==> config.mk <==
export PLATFORM = sky130hd
export DESIGN_NAME = i2c_wr_master
export DESIGN_NICKNAME = d
export VERILOG_FILES = /design/src/rtl/i2c_pkg.sv /design/src/rtl/i2c_qtick.sv /design/src/rtl/i2c_wr_master.sv
export SDC_FILE = /design/constraint.sdc
export NUM_CORES = 1
export LEC_CHECK = 0
export CAP_MARGIN = 20
export CORE_MARGIN = 3
export CORE_UTILIZATION = 25
export CTS_CLUSTER_SIZE = 24
export DETAILED_ROUTE_END_ITERATION = 8
export GPL_ROUTABILITY_DRIVEN = 0
export GPL_TIMING_DRIVEN = 0
export PLACE_DENSITY = 0.39
export SKIP_CTS_REPAIR_TIMING = 1
export SLEW_MARGIN = 20
export SYNTH_ARGS = -nofsm -noshare
export SYNTH_HDL_FRONTEND = slang
export SYNTH_SLANG_ARGS = --single-unit
==> constraint.sdc <==
create_clock -name clk -period 3.6 [get_ports clk]
set_input_delay 0.72 -clock clk [delete_from_list [all_inputs] [get_ports clk]]
set_output_delay 0.72 -clock clk [all_outputs]
set_load 0.01 [all_outputs]
==> src/rtl/i2c_pkg.sv <==
`default_nettype none
// +-----------------------------------------------------------------------+
// | i2c_pkg                                                               |
// | Shared constants for the write-only I2C bit engine: register          |
// | addresses, command-register bit positions, FSM state codes and the    |
// | default quarter-period divider.                                       |
// | Revision: 1.0                                                         |
// +-----------------------------------------------------------------------+
package i2c_pkg;

  // Register addresses on the controller bus port
  localparam logic [2:0] c_ADR_TXR = 3'd3;
  localparam logic [2:0] c_ADR_CR  = 3'd4;

  // Command register bit positions
  localparam int c_CR_STA = 7;
  localparam int c_CR_STO = 6;
  localparam int c_CR_WR  = 4;

  // FSM state encoding
  localparam logic [2:0] c_ST_IDLE  = 3'd0;
  localparam logic [2:0] c_ST_START = 3'd1;
  localparam logic [2:0] c_ST_BIT   = 3'd2;
  localparam logic [2:0] c_ST_ACK   = 3'd3;
  localparam logic [2:0] c_ST_STOP  = 3'd4;
  localparam logic [2:0] c_ST_DONE  = 3'd5;

  // 55 MHz clk -> ~100 kHz SCL
  localparam int c_CLK_DIV_DEFAULT = 138;

endpackage
`default_nettype wire

==> src/rtl/i2c_qtick.sv <==
`default_nettype none
// +-----------------------------------------------------------------------+
// | i2c_qtick                                                             |
// | Quarter-period divider and q0..q3 phase counter. Emits a one-clock    |
// | quarter_end strobe on the last clock of each quarter.                 |
// | Optional macro I2C_CLK_STRETCH_EN: while SCL is released and the pad  |
// | still reads low, the divider holds on its last count.                 |
// | Revision: 1.0                                                         |
// +-----------------------------------------------------------------------+
module i2c_qtick
  import i2c_pkg::*;
#(
  parameter int CLK_DIV = c_CLK_DIV_DEFAULT
) (
  input  logic       clk,
  input  logic       reset_n,
  input  logic       i_run,
  input  logic       i_scl_rel,
  input  logic       i_scl,
  output logic       o_quarter_end,
  output logic [1:0] o_phase
);

  localparam logic [11:0] c_LAST = 12'(CLK_DIV - 1);

  logic [11:0] cnt_q, cnt_d;
  logic [1:0]  phase_q, phase_d;
  logic        w_at_last;
  logic        w_stall;
  logic        w_qend;

`ifdef I2C_CLK_STRETCH_EN
  // A slave holding SCL low freezes the quarter on its final count
  assign w_stall = i_scl_rel & ~i_scl;
`else
  logic w_unused_stretch;
  assign w_unused_stretch = i_scl_rel ^ i_scl;
  assign w_stall          = 1'b0;
`endif

  assign w_at_last     = (cnt_q == c_LAST);
  assign w_qend        = i_run & w_at_last & ~w_stall;
  assign o_quarter_end = w_qend;
  assign o_phase       = phase_q;

  // Next-count logic: idle parks at q0/count 0 so a new state starts cleanly
  always_comb begin
    cnt_d   = cnt_q;
    phase_d = phase_q;
    if (!i_run) begin
      cnt_d   = '0;
      phase_d = '0;
    end else if (w_qend) begin
      cnt_d   = '0;
      phase_d = phase_q + 2'd1;
    end else if (!w_at_last) begin
      cnt_d = cnt_q + 12'd1;
    end
  end

  // Divider and phase registers
  always_ff @(posedge clk or negedge reset_n) begin
    if (!reset_n) begin
      cnt_q   <= '0;
      phase_q <= '0;
    end else begin
      cnt_q   <= cnt_d;
      phase_q <= phase_d;
    end
  end

endmodule
`default_nettype wire

==> src/rtl/i2c_wr_master.sv <==
`default_nettype none
// +-----------------------------------------------------------------------+
// | i2c_wr_master                                                         |
// | Write-only I2C bit engine. Latches TXR/CR writes from the command     |
// | controller and shifts one byte per command onto the bus, with        |
// | optional START/STOP, slave ACK check and a one-cycle done pulse.      |
// | Optional macro I2C_CLK_STRETCH_EN enables slave clock stretching.     |
// | Revision: 1.0                                                         |
// +-----------------------------------------------------------------------+
module i2c_wr_master
  import i2c_pkg::*;
#(
  parameter int CLK_DIV = c_CLK_DIV_DEFAULT
) (
  input  logic       clk,
  input  logic       reset_n,
  input  logic [2:0] iv_wb_adr,
  input  logic [7:0] iv_wb_dat,
  input  logic       i_wb_we,
  input  logic       i_wb_stb,
  input  logic       i_wb_cyc,
  output logic       o_done,
  output logic       o_busy,
  output logic       o_ack_err,
  output logic       o_scl_oe,
  output logic       o_sda_oe,
  input  logic       i_scl,
  input  logic       i_sda
);

  logic [2:0] state_q, state_d;
  logic [2:0] bit_cnt_q, bit_cnt_d;
  logic [7:0] txr_q, txr_d;
  logic       sta_q, sta_d;
  logic       sto_q, sto_d;
  logic       busy_q, busy_d;
  logic       ack_err_q, ack_err_d;
  logic       hold_scl_q, hold_scl_d;

  logic       w_wr;
  logic       w_txr_wr;
  logic       w_cr_acc;
  logic       w_run;
  logic       w_qend;
  logic [1:0] w_phase;
  logic       w_state_end;
  logic       w_scl_oe;
  logic       w_sda_oe;

  assign w_wr     = i_wb_we & i_wb_stb & i_wb_cyc;
  assign w_txr_wr = w_wr & (iv_wb_adr == c_ADR_TXR) & ~busy_q;
  assign w_cr_acc = w_wr & (iv_wb_adr == c_ADR_CR) & ~busy_q & iv_wb_dat[c_CR_WR];

  assign w_run = (state_q == c_ST_START) | (state_q == c_ST_BIT) |
                 (state_q == c_ST_ACK)   | (state_q == c_ST_STOP);
  assign w_state_end = w_qend & (w_phase == 2'd3);

  i2c_qtick #(
    .CLK_DIV(CLK_DIV)
  ) u_qtick (
    .clk          (clk),
    .reset_n      (reset_n),
    .i_run        (w_run),
    .i_scl_rel    (w_run & ~w_scl_oe),
    .i_scl        (i_scl),
    .o_quarter_end(w_qend),
    .o_phase      (w_phase)
  );

  // Command acceptance, state sequencing, bit counting and ACK check
  always_comb begin
    state_d    = state_q;
    bit_cnt_d  = bit_cnt_q;
    txr_d      = txr_q;
    sta_d      = sta_q;
    sto_d      = sto_q;
    busy_d     = busy_q;
    ack_err_d  = ack_err_q;
    hold_scl_d = hold_scl_q;

    if (w_txr_wr) begin
      txr_d = iv_wb_dat;
    end

    if (w_cr_acc) begin
      sta_d      = iv_wb_dat[c_CR_STA];
      sto_d      = iv_wb_dat[c_CR_STO];
      ack_err_d  = 1'b0;
      busy_d     = 1'b1;
      hold_scl_d = 1'b0;
    end

    case (state_q)
      c_ST_IDLE: begin
        if (w_cr_acc) begin
          state_d   = iv_wb_dat[c_CR_STA] ? c_ST_START : c_ST_BIT;
          bit_cnt_d = 3'd0;
        end
      end
      c_ST_START: begin
        if (w_state_end) begin
          state_d   = c_ST_BIT;
          bit_cnt_d = 3'd0;
        end
      end
      c_ST_BIT: begin
        if (w_state_end) begin
          if (bit_cnt_q == 3'd7) begin
            state_d = c_ST_ACK;
          end else begin
            bit_cnt_d = bit_cnt_q + 3'd1;
          end
        end
      end
      c_ST_ACK: begin
        // Slave drives ACK low; a released line at the end of q2 is a NACK
        if (w_qend && (w_phase == 2'd2) && i_sda) begin
          ack_err_d = 1'b1;
        end
        if (w_state_end) begin
          state_d    = sto_q ? c_ST_STOP : c_ST_DONE;
          // Without STOP the bus stays owned: keep SCL low afterwards
          hold_scl_d = ~sto_q;
        end
      end
      c_ST_STOP: begin
        if (w_state_end) begin
          state_d = c_ST_DONE;
        end
      end
      c_ST_DONE: begin
        state_d = c_ST_IDLE;
        busy_d  = 1'b0;
      end
      default: begin
        state_d = c_ST_IDLE;
        busy_d  = 1'b0;
      end
    endcase
  end

  // Bus drive decode from state and quarter phase
  always_comb begin
    w_scl_oe = 1'b0;
    w_sda_oe = 1'b0;
    case (state_q)
      c_ST_START: begin
        w_sda_oe = (w_phase == 2'd2) | (w_phase == 2'd3);
        w_scl_oe = (w_phase == 2'd3);
      end
      c_ST_BIT: begin
        w_scl_oe = (w_phase == 2'd0) | (w_phase == 2'd3);
        w_sda_oe = ~txr_q[3'd7 - bit_cnt_q];
      end
      c_ST_ACK: begin
        w_scl_oe = (w_phase == 2'd0) | (w_phase == 2'd3);
      end
      c_ST_STOP: begin
        w_scl_oe = (w_phase == 2'd0);
        w_sda_oe = (w_phase == 2'd0) | (w_phase == 2'd1);
      end
      default: begin
        w_scl_oe = hold_scl_q;
      end
    endcase
  end

  // Engine registers
  always_ff @(posedge clk or negedge reset_n) begin
    if (!reset_n) begin
      state_q    <= c_ST_IDLE;
      bit_cnt_q  <= 3'd0;
      txr_q      <= 8'd0;
      sta_q      <= 1'b0;
      sto_q      <= 1'b0;
      busy_q     <= 1'b0;
      ack_err_q  <= 1'b0;
      hold_scl_q <= 1'b0;
    end else begin
      state_q    <= state_d;
      bit_cnt_q  <= bit_cnt_d;
      txr_q      <= txr_d;
      sta_q      <= sta_d;
      sto_q      <= sto_d;
      busy_q     <= busy_d;
      ack_err_q  <= ack_err_d;
      hold_scl_q <= hold_scl_d;
    end
  end

  assign o_done    = (state_q == c_ST_DONE);
  assign o_busy    = busy_q;
  assign o_ack_err = ack_err_q;
  assign o_scl_oe  = w_scl_oe;
  assign o_sda_oe  = w_sda_oe;

endmodule
`default_nettype wire
# Word-level counts from Yosys, hierarchy flattened
# Index checks and enable logic that the tools add are counted.
# Widths: inputs -> output; s select.
dict set report word_totals {
  out_inout_bits 5
  ff_bits 32
  wordCells 94
  input_bits 18
}
dict set report classes {
  add_sub_neg 4
  n_reduce_logical 9
  magnitude_cmp 1
  bitwise 18
  n_eq_ne 22
  muxes 31
}
# op count
set op_table {}
lappend op_table {{$mux 12} 3}
lappend op_table {{$mux 3} 10}
lappend op_table {{$pmux 3 s5} 1}
lappend op_table {{$ne 2x2->1 const B} 7}
lappend op_table {{$add 12x1->12 const B} 1}
lappend op_table {{$eq 12x8->1 const B} 1}
lappend op_table {{$eq 3x3->1 const B} 4}
lappend op_table {{$mux 1} 10}
lappend op_table {{$and 1x1->1} 9}
lappend op_table {{$eq 3x2->1 const B} 3}
lappend op_table {{$pmux 3 s3} 1}
lappend op_table {{$mux 2} 3}
lappend op_table {{$or 1x1->1} 6}
lappend op_table {{$pmux 1 s3} 2}
lappend op_table {{$reduce_and 6->1} 1}
lappend op_table {{$reduce_and 5->1} 1}
lappend op_table {{$reduce_or 5->1} 1}
lappend op_table {{$eq 2x2->1 const B} 2}
lappend op_table {{$lt 3x4->1 const B} 1}
lappend op_table {{$ne 2x1->1 const B} 2}
lappend op_table {{$add 3x1->3 const B} 1}
lappend op_table {{$bmux 1 s3} 1}
lappend op_table {{$eq 3x1->1 const B} 1}
lappend op_table {{$logic_not 3->1} 1}
lappend op_table {{other kinds (9)} 12}

# Longest topological paths before layout
dict set report logic_depth {
  ltp_word 9
  depth_mapped 7
  ltp_nobuf 6
}

# Hierarchy
# From an unflattened synthesis, not the netlist that was laid out.
dict set report unflattened {
  hier_cells 176
  hier_area_um2 1803.0
}
# module seq_area_each_um2 n_inst area_per_inst_um2 cells_each
set modules_own_cells {}
lappend modules_own_cells {i2c_wr_master 450.4 1 1091.0 105}
lappend modules_own_cells {i2c_qtick 350.3 1 711.9 71}

# Worst setup path after synthesis
# Ideal clock, no wire load.
dict set report synth_timing {
  path_type {reg2out}
  start {register bit_cnt_q[0]}
  end {output o_sda_oe}
  stages_incl_launch_ff 4
  path_buffers 0
  setup_slack_ns 1.507
  t_required_ns 2.880
  arrival_ns 1.373
  cell_sequence {dfrtp_1 > mux4_2 > mux2_2 > o22ai_1}
}
dict set report synth_between {
  elab_chain_len 5
}
# item line_no
set synth_rtl {}
lappend synth_rtl {{start, declared} i2c_wr_master.sv:32} ;# logic [2:0] bit_cnt_q, bit_cnt_d;
lappend synth_rtl {{start signal, assigned} i2c_wr_master.sv:181} ;# bit_cnt_q <= bit_cnt_d;
lappend synth_rtl {{$sub 3x3->3} i2c_wr_master.sv:153} ;# w_sda_oe = ~txr_q[3'd7 - bit_cnt_q];
lappend synth_rtl {{$bmux 1 s3} i2c_wr_master.sv:153}
lappend synth_rtl {{$mux 1 (not written as such)} i2c_wr_master.sv:153}
lappend synth_rtl {{$not 1->1} i2c_wr_master.sv:153}
lappend synth_rtl {{$pmux 1 s3} i2c_wr_master.sv:146} ;# case (state_q)
lappend synth_rtl {{end, declared} i2c_wr_master.sv:26} ;# output logic o_sda_oe,
# No other way between the ends. The select of a mux whose other input is x is not followed.

# Worst setup path after layout
dict set report layout_timing {
  start {register state_q[2]}
  end {output o_sda_oe}
}
dict set report layout_between {
  elab_chain_len 2
  elab_cells_between_ends 4
  cone_classes {eq/ne (3); mux (1)}
}
# item line_no
set layout_rtl {}
lappend layout_rtl {{start, declared} i2c_wr_master.sv:31} ;# logic [2:0] state_q, state_d;
lappend layout_rtl {{start signal, assigned} i2c_wr_master.sv:171} ;# state_q <= c_ST_IDLE;
lappend layout_rtl {{start signal, assigned} i2c_wr_master.sv:180} ;# state_q <= state_d;
lappend layout_rtl {{$eq 3x3->1 (tied with other cells)} i2c_wr_master.sv:146}
lappend layout_rtl {{$pmux 1 s3 *} i2c_wr_master.sv:146}
# Every way passes the cells marked *; elsewhere a longest branch is shown, timed or not.

==> flow_summary_export.csv <==
group,metric,value,unit
run_status,status,"finished, final reports clean",
placement,port_buffers,21,
global_route,gr-total-overflow,0,
cts,root_buffer,"clkbuf_8",
critical_path,cpPeakStageDelay,0.57,ns
job,max-cap-violations,0,
global_route,grt_pass1_wl,6762,um
sta,max_slew_margin,0.7098,
placement,dp_hpwl,2979,um
die,die_y,90.45,um
global_route,grt_max_degree,32,
die,core,0.006869,sq mm
critical_path,cp_data_arrival_time,2.47,ns
cells_and_area,syn_to_final_growth,24.56,%
power,leakage,0.9930,nW
cells_and_area,multi_input_area,937.1,sq um
sta,slew_viol_final,0,
logic_synthesis,ys.warnings.count,0,
cts,cts_made_buffers,5,
cells_and_area,final_common_cell,"dfrtp_1",
cells_and_area,seq_area,800.8,sq um
critical_path,start_kind,"flip-flop",
logic_synthesis,netlist_area,0.001783,sq mm
worst_hold_path,worstHoldPathType,"primary input to asynchronous set/reset pin",
logic_synthesis,ys_ff_latch,32,
sta,tns,0,ns
sta,finClkSkew,0.009848,ns
cts,cts.path.max_buffers,2,
sta,period_share,0.8874,
critical_path,critPathSlowestCell,"clkdlybuf4s50_1",
die,chipWidth,90.45,um
detailed_routing,vias,1292,
global_route,grt_antenna_before_repair,0,
detailed_routing,routedWlPerCell,13.32,um
logic_synthesis,synth-async-reset-ratio,1.000,
sta,max_freq,313.0,MHz
placement,place_ws,0.6944,ns
detailed_routing,firstDrtPassIters,4,
cts,clk_pin_slew,0.07,ns
power,vdd_drop_max,0.1790,mV
sta,layout_min_cycle_time,3.195,ns
logic_synthesis,syn_area_per_cell,10.74,sq um
die,initial_utilization,0.2596,
global_route,track_usage,0.1041,
cells_and_area,layout_common_cells,"32 x dfrtp_1, 20 x clkdlybuf4s50_1, 19 x nor2_1, 13 x nand2_1, 11 x mux2_2",
sta,finalHoldViolCount,0,
cells_and_area,fillCellCount,701,
die,die-area,0.008181,sq mm
cells_and_area,fin_nets,221,
critical_path,cp_max_fo,10,
detailed_routing,avgViaCountPerCell,4.425,
detailed_routing,wl,3890,um
cts,clock_sinks,32,
detailed_routing,ant_nets,0,
global_route,grt_pass1_vias,1404,
logic_synthesis,synth_ff_type,"dfrtp_1",
logic_synthesis,synth_edf_count,0,
die,rows,30,
logic_synthesis,syn_nets,192,
detailed_routing,drc,0,
cts,htree_num_levels,2,
critical_path,cp_cell_sequence,"clkbuf_1 > buf_1 > o21ai_0 > nor2_1 > a21oi_1 > o22ai_1 > clkdlybuf4s50_1",
cts,clk_latency,0.28,ns
critical_path,critPathRequiredTime,2.88,ns
sta,rsz0062_at_grt,"no",
power,pwr_density_cell,528.6,mW/mm^2
cts,cts_tree,"yes",
sta,setup_ws,0.4052,ns
detailed_routing,drtIter0Drc,47,
logic_synthesis,yosys.cell_types.count,40,
die,io_pins,23,
cells_and_area,drive_gt1_frac,0.1684,
sta,worstMarginPinSlew,0.4352,ns
critical_path,path_class,"flip-flop to output pin",
logic_synthesis,synth_seq_area_share,0.4491,
critical_path,end_kind,"output pin",
sta,finalSetupViolCount,0,
logic_synthesis,netlist_instances,166,
cells_and_area,antenna_cells,0,
[metrics by stage]
| stage | std cells | utilization | hold WS, ns | total power (W) | area (sq um) |
|---|---|---|---|---|---|
| after floorplan | 166 | - | 0.4244 | 0.0007656 | 1783 |
| after global placement | 283 | 0.3077 | 0.4725 | 0.0008886 | 2113 |
| after detailed placement | 284 | 0.3098 | 0.4567 | 0.0009011 | 2128 |
| after CTS | 292 | 0.3233 | 0.2060 | 0.001197 | 2221 |
| after global routing | 292 | 0.3233 | 0.2037 | 0.001262 | 2221 |
| final | 292 | 0.3233 | 0.2202 | 0.001174 | 2221 |
[per-layer routing]
layer,up-vias,global-route usage,part of all wire
li1,645,-,-
met1,616,0.1331,0.47
met2,27,0.1599,0.47
met3,4,0.03250,0.046
met4,0,0.04847,0.012
met5,-,0,0
[cell families (layout without fill, tap and decap cells)]
family	Yosys count	after routing	share of synthesized area
buffers and inverters	11	41	0.02526
AND/OR/NAND/NOR	67	67	0.2133
multiplexers	19	19	0.1305
XOR/XNOR	13	13	0.06386
adder cells (fa/ha/maj)	8	8	0.05614
flip-flops	32	32	0.4491
AO/OA/AOI/OAI	16	16	0.06176
[worst max-delay path: cells and delay by family, from the launching register on]
kind	cells	cell delay, ns
buffers and inverters	3	1.31
AO/OA/AOI/OAI	3	0.44
flip-flops	1	0.32
AND/OR/NAND/NOR	1	0.11
[state kept, by name, summed over array words and instances, names as in the netlist, 2 cells and up]
signal           cells
state_q              3
bit_cnt_q            3
u_qtick.o_phase      2
txr_q                8
u_qtick.cnt_q       12
[cell usage after synthesis, types with 2 or more instances]
master	count	area (sq um)
dfrtp_1	32	800.8
nor2_1	19	71.32
nand2_1	13	48.80
mux2_2	11	123.9
xor2_1	9	78.83
ha_1	8	100.1
nand3_1	6	30.03
a21oi_1	4	20.02
and3_1	4	25.02
inv_1	4	15.01
nand4_1	4	25.02
o21ai_0	4	20.02
xnor2_1	4	35.03
buf_2	3	15.01
clkbuf_1	3	11.26
mux2_1	3	33.78
mux2i_1	3	30.03
nor2b_1	3	18.77
and4_1	2	17.52
and4b_1	2	20.02
and4bb_2	2	25.02
mux4_2	2	45.04
nand2b_1	2	12.51
nor3_1	2	10.01
o31ai_1	2	15.01
[power breakdown]
group | switching (W) | leakage [nW] | internal [W]
registers | 0.0000552 | 0.423 | 0.000423
logic | 0.000207 | 0.519 | 0.000201
clock network | 0.000134 | 0.0510 | 0.000152
total | 0.000397 | 0.993 | 0.000777
[layout make-up]
cell class,count,share of cell area
buffer,7,0.01352
clock buffer,6,0.03718
clock inverter,2,0.004507
inverter,4,0.006761
multi-input combinational,123,0.4220
sequential,32,0.3606
tap,96,0.05408
timing repair buffer,22,0.1014
[worst paths after layout]
path / start / to / slack [ns] / depth (start not counted)
max in group asynchronous: reset_n / u_qtick.cnt_q[10] / 3.02 / 2
hold reg to reg: sto_q / hold_scl_q / 0.48 / 1
setup / recovery: state_q[2] / o_sda_oe / 0.41 / 7
hold / removal: reset_n / txr_q[4] / 0.22 / 1
setup reg to reg: u_qtick.cnt_q[1] / bit_cnt_q[1] / 1.71 / 6
min in group clk: sto_q / hold_scl_q / 0.48 / 1
Power figures use the tool's default switching activity.
